--- config.mk ---
export PLATFORM = sky130hd
export DESIGN_NAME = pe_mac_seq_flat
export DESIGN_NICKNAME = d
export VERILOG_FILES = /design/src/rtl/pe_pkg.sv /design/src/rtl/pe_mac_seq_if.sv /design/src/rtl/pe_mult_pipe.sv /design/src/rtl/pe_mac_seq.sv /design/src/flat_wrapper.sv
export SDC_FILE = /design/constraint.sdc
export NUM_CORES = 2
export LEC_CHECK = 0
export BUFFER_PORTS_ARGS = -buffer_cell sky130_fd_sc_hd__buf_4
export CAP_MARGIN = 5
export CORE_UTILIZATION = 58
export DETAILED_ROUTE_END_ITERATION = 8
export PLACE_DENSITY = 0.75
export SYNTH_ARGS = -nofsm -noshare
export SYNTH_HDL_FRONTEND = slang
export SYNTH_SLANG_ARGS = --single-unit
--- constraint.sdc ---
create_clock -name clk -period 7.45 [get_ports clk]
set_input_delay 0.3725 -clock clk [delete_from_list [all_inputs] [get_ports clk]]
set_output_delay 0.3725 -clock clk [all_outputs]
set_load 0.01 [all_outputs]
--- src/rtl/pe_pkg.sv ---
// Shared types and helpers for the sequential MAC processing element.
package pe_pkg;

    typedef enum logic [2:0] {
        S_IDLE,
        S_RD_L,
        S_RD_R,
        S_MUL,
        S_ACC,
        S_WR,
        S_DONE
    } pe_state_e;

    localparam int MAX_MULT_LAT = 4;
    localparam int MAX_ACC_W    = 128;

    // Clamp a wide signed value into the signed range of a data_w-bit word.
    function automatic logic signed [MAX_ACC_W-1:0] sat_clamp(
        input logic signed [MAX_ACC_W-1:0] v,
        input int                          data_w
    );
        logic signed [MAX_ACC_W-1:0] hi;
        logic signed [MAX_ACC_W-1:0] lo;
        hi = (MAX_ACC_W'(1) << (data_w - 1)) - MAX_ACC_W'(1);
        lo = ~hi;
        if (v > hi) return hi;
        if (v < lo) return lo;
        return v;
    endfunction

endpackage

--- src/rtl/pe_mac_seq_if.sv ---
// Control handshake plus single memory port of one MAC processing element.
interface pe_mac_seq_if #(
    parameter int DATA_W = 32,
    parameter int ADDR_W = 32,
    parameter int LEN_W  = 16
);
    logic              start;
    logic [ADDR_W-1:0] left_base;
    logic [ADDR_W-1:0] right_base;
    logic [ADDR_W-1:0] left_stride;
    logic [ADDR_W-1:0] right_stride;
    logic [ADDR_W-1:0] result_addr;
    logic [LEN_W-1:0]  vec_len;
    logic              busy;
    logic              done;
    logic              overflow;
    logic              mem_re;
    logic              mem_we;
    logic [ADDR_W-1:0] mem_addr;
    logic [DATA_W-1:0] mem_wdata;
    logic [DATA_W-1:0] mem_rdata;

    modport slave (
        input  start, left_base, right_base, left_stride, right_stride,
               result_addr, vec_len, mem_rdata,
        output busy, done, overflow, mem_re, mem_we, mem_addr, mem_wdata
    );

    modport master (
        output start, left_base, right_base, left_stride, right_stride,
               result_addr, vec_len, mem_rdata,
        input  busy, done, overflow, mem_re, mem_we, mem_addr, mem_wdata
    );
endinterface

--- src/rtl/pe_mult_pipe.sv ---
// Signed DATA_W x DATA_W multiplier with MULT_LAT register stages and a valid shadow.
module pe_mult_pipe #(
    parameter int DATA_W   = 32,
    parameter int MULT_LAT = 1
) (
    input  logic                       clk,
    input  logic                       rst,
    input  logic                       vld_in,
    input  logic signed [DATA_W-1:0]   a,
    input  logic signed [DATA_W-1:0]   b,
    output logic                       vld_out,
    output logic signed [2*DATA_W-1:0] prod
);
    localparam int P_W = 2 * DATA_W;

    logic [MULT_LAT:0]     vld_pipe;
    logic [MULT_LAT:1]     vld_q;
    logic signed [P_W-1:0] a_ext;
    logic signed [P_W-1:0] b_ext;
    logic signed [P_W-1:0] prod_q [1:MULT_LAT];

    assign a_ext    = P_W'(a);
    assign b_ext    = P_W'(b);
    assign vld_pipe = {vld_q, vld_in};

    always_ff @(posedge clk) begin
        if (rst) begin
            vld_q <= '0;
            for (int i = 1; i <= MULT_LAT; i++) prod_q[i] <= '0;
        end else begin
            for (int i = 1; i <= MULT_LAT; i++) vld_q[i] <= vld_pipe[i-1];
            prod_q[1] <= a_ext * b_ext;
            for (int i = 2; i <= MULT_LAT; i++) prod_q[i] <= prod_q[i-1];
        end
    end

    assign vld_out = vld_pipe[MULT_LAT];
    assign prod    = prod_q[MULT_LAT];
endmodule

--- src/rtl/pe_mac_seq.sv ---
// Sequential dot-product PE: reads strided operand pairs through one memory port,
// accumulates signed products and writes one (optionally saturated) result word.
module pe_mac_seq
    import pe_pkg::*;
#(
    parameter int DATA_W   = 32,
    parameter int ADDR_W   = 32,
    parameter int ACC_W    = 64,
    parameter int LEN_W    = 16,
    parameter int MULT_LAT = 1,
    parameter int SATURATE = 0
) (
    input logic         clk,
    input logic         rst,
    pe_mac_seq_if.slave bus
);
    localparam int              MC_W     = $clog2(MAX_MULT_LAT);
    localparam logic [MC_W-1:0] MUL_LAST = MC_W'(MULT_LAT - 1);

    pe_state_e                   state;
    logic [ADDR_W-1:0]           l_ptr, r_ptr, l_stride, r_stride, res_addr;
    logic [LEN_W-1:0]            len, cnt, cnt_nxt;
    logic [MC_W-1:0]             mul_cnt;
    logic signed [DATA_W-1:0]    l_op;
    logic signed [2*DATA_W-1:0]  prod;
    logic signed [ACC_W-1:0]     acc, prod_ext, acc_nxt;
    logic signed [MAX_ACC_W-1:0] acc_wide, acc_clamp;
    logic [DATA_W-1:0]           result;
    logic                        mul_issue, prod_vld, add_ovf, range_ovf;

    // Right operand arrives on mem_rdata during the first MUL cycle and feeds the pipe directly.
    assign mul_issue = (state == S_MUL) && (mul_cnt == '0);

    pe_mult_pipe #(.DATA_W(DATA_W), .MULT_LAT(MULT_LAT)) u_mult (
        .clk     (clk),
        .rst     (rst),
        .vld_in  (mul_issue),
        .a       (l_op),
        .b       (bus.mem_rdata),
        .vld_out (prod_vld),
        .prod    (prod)
    );

    assign prod_ext  = ACC_W'(prod);
    assign acc_nxt   = acc + prod_ext;
    assign add_ovf   = (acc[ACC_W-1] == prod_ext[ACC_W-1]) && (acc_nxt[ACC_W-1] != acc[ACC_W-1]);
    assign acc_wide  = MAX_ACC_W'(acc_nxt);
    assign acc_clamp = sat_clamp(acc_wide, DATA_W);
    assign range_ovf = (acc_clamp != acc_wide);
    assign result    = (SATURATE != 0) ? acc_clamp[DATA_W-1:0] : acc_nxt[DATA_W-1:0];
    assign cnt_nxt   = cnt + 1'b1;

    // Memory strobes are registered: they are set on entry to the state that owns them.
    always_ff @(posedge clk) begin
        if (rst) begin
            state         <= S_IDLE;
            l_ptr         <= '0;
            r_ptr         <= '0;
            l_stride      <= '0;
            r_stride      <= '0;
            res_addr      <= '0;
            len           <= '0;
            cnt           <= '0;
            mul_cnt       <= '0;
            l_op          <= '0;
            acc           <= '0;
            bus.busy      <= 1'b0;
            bus.done      <= 1'b0;
            bus.overflow  <= 1'b0;
            bus.mem_re    <= 1'b0;
            bus.mem_we    <= 1'b0;
            bus.mem_addr  <= '0;
            bus.mem_wdata <= '0;
        end else begin
            bus.mem_re    <= 1'b0;
            bus.mem_we    <= 1'b0;
            bus.mem_addr  <= '0;
            bus.mem_wdata <= '0;
            bus.done      <= 1'b0;
            unique case (state)
                S_IDLE: begin
                    if (bus.start) begin
                        l_ptr        <= bus.left_base;
                        r_ptr        <= bus.right_base;
                        l_stride     <= bus.left_stride;
                        r_stride     <= bus.right_stride;
                        res_addr     <= bus.result_addr;
                        len          <= bus.vec_len;
                        cnt          <= '0;
                        acc          <= '0;
                        bus.overflow <= 1'b0;
                        bus.busy     <= 1'b1;
                        if (bus.vec_len == '0) begin
                            state        <= S_WR;
                            bus.mem_we   <= 1'b1;
                            bus.mem_addr <= bus.result_addr;
                        end else begin
                            state        <= S_RD_L;
                            bus.mem_re   <= 1'b1;
                            bus.mem_addr <= bus.left_base;
                        end
                    end
                end
                S_RD_L: begin
                    state        <= S_RD_R;
                    bus.mem_re   <= 1'b1;
                    bus.mem_addr <= r_ptr;
                end
                S_RD_R: begin
                    l_op    <= bus.mem_rdata;
                    mul_cnt <= '0;
                    state   <= S_MUL;
                end
                S_MUL: begin
                    mul_cnt <= mul_cnt + 1'b1;
                    if (mul_cnt == MUL_LAST) state <= S_ACC;
                end
                S_ACC: begin
                    if (prod_vld) begin
                        acc   <= acc_nxt;
                        cnt   <= cnt_nxt;
                        l_ptr <= l_ptr + l_stride;
                        r_ptr <= r_ptr + r_stride;
                        if (add_ovf) bus.overflow <= 1'b1;
                        if (cnt_nxt == len) begin
                            state         <= S_WR;
                            bus.mem_we    <= 1'b1;
                            bus.mem_addr  <= res_addr;
                            bus.mem_wdata <= result;
                            if (range_ovf) bus.overflow <= 1'b1;
                        end else begin
                            state        <= S_RD_L;
                            bus.mem_re   <= 1'b1;
                            bus.mem_addr <= l_ptr + l_stride;
                        end
                    end
                end
                S_WR: begin
                    state    <= S_DONE;
                    bus.busy <= 1'b0;
                    bus.done <= 1'b1;
                end
                S_DONE:  state <= S_IDLE;
                default: state <= S_IDLE;
            endcase
        end
    end
endmodule

--- src/flat_wrapper.sv ---
// flat-port wrapper written by rule: the top's interface ports become plain ports
module pe_mac_seq_flat import pe_pkg::*;
#(
    parameter int DATA_W   = 32,
    parameter int ADDR_W   = 32,
    parameter int ACC_W    = 64,
    parameter int LEN_W    = 16,
    parameter int MULT_LAT = 1,
    parameter int SATURATE = 0
)
  (clk, rst, bus_start, bus_left_base, bus_right_base, bus_left_stride, bus_right_stride, bus_result_addr, bus_vec_len, bus_mem_rdata, bus_busy, bus_done, bus_overflow, bus_mem_re, bus_mem_we, bus_mem_addr, bus_mem_wdata);
  pe_mac_seq_if #(.DATA_W(DATA_W), .ADDR_W(ADDR_W), .LEN_W(LEN_W)) bus_i ();
  input logic clk;
  input logic rst;
  input wire logic [$bits(bus_i.start)-1:0] bus_start;
  input wire logic [$bits(bus_i.left_base)-1:0] bus_left_base;
  input wire logic [$bits(bus_i.right_base)-1:0] bus_right_base;
  input wire logic [$bits(bus_i.left_stride)-1:0] bus_left_stride;
  input wire logic [$bits(bus_i.right_stride)-1:0] bus_right_stride;
  input wire logic [$bits(bus_i.result_addr)-1:0] bus_result_addr;
  input wire logic [$bits(bus_i.vec_len)-1:0] bus_vec_len;
  input wire logic [$bits(bus_i.mem_rdata)-1:0] bus_mem_rdata;
  output wire logic [$bits(bus_i.busy)-1:0] bus_busy;
  output wire logic [$bits(bus_i.done)-1:0] bus_done;
  output wire logic [$bits(bus_i.overflow)-1:0] bus_overflow;
  output wire logic [$bits(bus_i.mem_re)-1:0] bus_mem_re;
  output wire logic [$bits(bus_i.mem_we)-1:0] bus_mem_we;
  output wire logic [$bits(bus_i.mem_addr)-1:0] bus_mem_addr;
  output wire logic [$bits(bus_i.mem_wdata)-1:0] bus_mem_wdata;
  assign bus_i.start = bus_start;
  assign bus_i.left_base = bus_left_base;
  assign bus_i.right_base = bus_right_base;
  assign bus_i.left_stride = bus_left_stride;
  assign bus_i.right_stride = bus_right_stride;
  assign bus_i.result_addr = bus_result_addr;
  assign bus_i.vec_len = bus_vec_len;
  assign bus_i.mem_rdata = bus_mem_rdata;
  assign bus_busy = bus_i.busy;
  assign bus_done = bus_i.done;
  assign bus_overflow = bus_i.overflow;
  assign bus_mem_re = bus_i.mem_re;
  assign bus_mem_we = bus_i.mem_we;
  assign bus_mem_addr = bus_i.mem_addr;
  assign bus_mem_wdata = bus_i.mem_wdata;
  pe_mac_seq #(.DATA_W(DATA_W), .ADDR_W(ADDR_W), .ACC_W(ACC_W), .LEN_W(LEN_W), .MULT_LAT(MULT_LAT), .SATURATE(SATURATE)) u_core (.clk(clk), .rst(rst), .bus(bus_i));
endmodule
==> summary.txt <==
Run status
  • Outcome: finished, violations left
  • Violated checks: negative setup slack

Global route
  • Vias in the first global route: 50200
  • First-pass GRT wire length: 266000 um
  • Grt ovf: 0
  • Largest net degree at the start of global routing: 208
  • Total track usage: 32.7%
  • Initial antenna violation count: 19

Detailed routing
  • Routed wire length: 167000 um
  • Wire per inst: 19.7 um
  • DRC violations left: 0
  • Final ANT Viol Nets: 0
  • Vias: 48400
  • Starting DRT DRC Count: 4432
  • Pre-antenna DRT Iters: 8
  • DR vias/cell: 5.71

Timing
  • RSZ-0062 raised after global routing: yes
  • Final worst slack: -0.494 ns
  • Tightest Pin Transition: 1.18 ns
  • Tcrit/Tclk final: 107%
  • Slew Viols, Final: 0
  • Period minus WS final: 7.94 ns
  • Final setup fails: 18
  • Max_slew headroom: 21.5%
  • Setup TNS Final: -4.57 ns
  • Max Fclk: 126 MHz
  • Endpoints failing hold: 0
  • Worst Clk Skew: 0.0263 ns

Clock tree
  • Clk buf depth: 3
  • CTS tree: yes
  • Clk pin slew, worst setup/hold paths: 0.07 ns
  • TritonCTS buffer count: 49
  • H-tree Lvls: 2
  • Clk_lat worst skew: 0.64 ns
  • Clock root cell: clkbuf_16
  • Clock Sinks: 427

Die
  • Initial Utilization: 58.9%
  • I/O pin total: 280
  • Die W: 319 um
  • Core Area: 99000 um2
  • Die area: 102000 um2
  • Die Ht: 319 um
  • Num rows: 115

Synthesis
  • Yosys top cell by area: fa_1
  • Post-synth EDFFs: 0
  • Sequential area share after synthesis: 14.7%
  • Synth Area per Inst: 8.82 um2
  • Syn Nets: 8218
  • Netlist Area Pre-Place: 58300 um2
  • Cells after synthesis: 6610
  • Ranking of synthesized cells by area: fa_1, dfxtp_1, ha_1
  • Synth top area share: 37.2%
  • Yosys cell types: 86
  • Dominant synthesized flop cell: dfxtp_1
  • Yosys warns: 0
  • Cell with the most instances after synthesis: fa_1
  • Post-synth ARST share: 0%
  • Synthesized flop and latch total: 427
  • Post-synth top cells: fa_1, inv_1, nand2_1, and2_1, dfxtp_1

Power and ir drop
  • Peak supply drop: 0.495 mV
  • Final Power: 25200 uW
  • Static Leak: 0.0329 uW
  • Pwr dens: 370 nW/um2

Setup path
  • Critical R2R Capture: u_core.u_mult.prod_q[1][63]
  • WS Path Type: flip-flop to flip-flop
  • Reg2reg setup slack: -0.49 ns
  • CP Launch Type: flip-flop
  • RR Startpoint: u_core.l_op[12]
  • Crit-path slowest cell: fa_1
  • WP data arrival: 8.43 ns
  • Depth of the worst register-to-register path: 29
  • CP Capture Type: flip-flop
  • Critical Path Max Stage Delay: 0.54 ns
  • CP Max Fanout: 5
  • Critical path's most frequent cell: fa_1
  • CP Data Required Time: 7.93 ns

Placement
  • Placed insts: 8253
  • Final Wtd Congestion: 0.984
  • PortBufs: 279
  • DP HPWL: 131000 um

Hold path
  • Hold path cells: 3
  • Worst hold start: bus_result_addr[16]
  • Hold Path End: u_core.res_addr[16]
  • Hold Crit Class: primary input to flip-flop

Flow run
  • Max-cap check violation count: 0

Finish
  • Non-filler cells, final: 8481
  • Share of layout cells above drive strength 1: 14.9%
  • NumNets Final: 8744
  • Area grow syn2layout: 16.6%
  • Fin util: 68.7%
area by class of cell:
type | instances | area [um2]
sequential | 427 | 8620
clock inverter | 21 | 250
fill | 7737 | 31000
timing repair buffer | 838 | 7100
clock buffer | 69 | 1400
multi-input combinational | 4783 | 45100
inverter | 1037 | 3890
tap | 1287 | 1610
antenna | 19 | 47.5
per-stage QoR:
step	instance area (um2)	setup WS (ns)	hold slack [ns]
detailed placement	64500	-0.840	0.447
global route	68000	-0.772	0.0192
CTS	67400	-0.485	0.000514
global placement	64500	-0.829	0.440
finish	68000	-0.494	0.0233
floorplan	58600	-0.106	0.432
worst max-delay path, delay by kind of cell (launching register included):
kind,cells,cell delay (ns)
adders and majority gates,9,4.28
AOI/OAI and AO/OA,10,2.43
buffers and inverters,7,0.42
DFF,1,0.35
and+or+nand+nor,2,0.19
xor gates and xnor gates,1,0.14
logic make-up after synthesis:
| family | count (synthesis) | share of synthesized area (%) |
|---|---|---|
| AND/OR/NAND/NOR | 2161 | 17.4 |
| buffers and inverters | 1400 | 9.02 |
| AO/OA/AOI/OAI | 962 | 10.8 |
| flip-flops | 427 | 14.7 |
| adder cells (fa/ha/maj) | 1397 | 43.9 |
| multiplexers | 69 | 1.31 |
| XOR/XNOR | 194 | 2.91 |
worst max-delay path by stage:
stage | from | end | slack [ns]
3_5_place_dp | bus_mem_rdata[4] | u_core.u_mult.prod_q[1][60] | -0.84
4_1_cts | u_core.l_op[4] | u_core.u_mult.prod_q[1][60] | -0.49
6_report | u_core.l_op[12] | u_core.u_mult.prod_q[1][63] | -0.49
5_1_grt | u_core.l_op[12] | u_core.u_mult.prod_q[1][63] | -0.77
2_1_floorplan | bus_mem_rdata[7] | u_core.u_mult.prod_q[1][63] | -0.11
3_3_place_gp | bus_mem_rdata[8] | u_core.u_mult.prod_q[1][63] | -0.83
registers in the layout, summed over array words and instances, names as in the netlist, 2 cells and up:
| register | count |
|---|---|
| u_core.l_stride | 32 |
| u_core.l_op | 32 |
| u_core.bus.mem_addr | 32 |
| u_core.state | 3 |
| u_core.r_ptr | 32 |
| u_core.u_mult.prod_q | 64 |
| u_core.l_ptr | 32 |
| u_core.mul_cnt | 2 |
| u_core.len | 16 |
| u_core.bus.mem_wdata | 32 |
| u_core.acc | 64 |
| u_core.r_stride | 32 |
| u_core.cnt | 16 |
| u_core.res_addr | 32 |
layout by cell type, fill, tap and decap left out, types with 17 or more instances in the layout:
cell,instances
nand4_1,30
dlygate4sd3_1,89
buf_6,17
o211ai_1,18
nand2b_1,32
buf_12,33
nand2_1,946
a222oi_1,28
xnor2_1,115
o21ai_0,71
o21bai_1,23
a21o_1,101
a22oi_1,105
nor4_1,17
a21oi_1,379
fa_2,27
xor2_1,77
and2_1,505
ha_1,305
nand3_1,50
buf_4,693
inv_1,1025
dfxtp_1,401
o21a_1,31
nor3_1,43
clkbuf_16,52
nor2_1,373
mux2_2,57
a21oi_2,17
or3_1,22
a211oi_1,18
diode_2,19
nor2b_1,30
fa_1,1058
and3_1,37
repair_timing:
item,CTS,global route
pin swaps,39,52
cloned,2,3
setup buffers,10,19
hold buffers,89,0
endpoints found under the hold margin,89,0
gates resized for setup,76,93
endpoints found under the setup margin,26,29
report_power, final:
part           internal [uW]  total [uW]  switching (uW)
clock network           1400        2490            1090
registers               2650        2870             220
logic                   9280       19800           10500
total                  13300       25200           11800
layer usage:
layer  track usage (%)  wire length, um  vias up
met5                 0               27        -
met4              12.9             6830        4
met3              5.85            14300      433
met2              53.4            78800     2113
met1              43.3            66700    24100
li1                  -                -    21800
No activity file was read; power rests on OpenSTA's default activity.
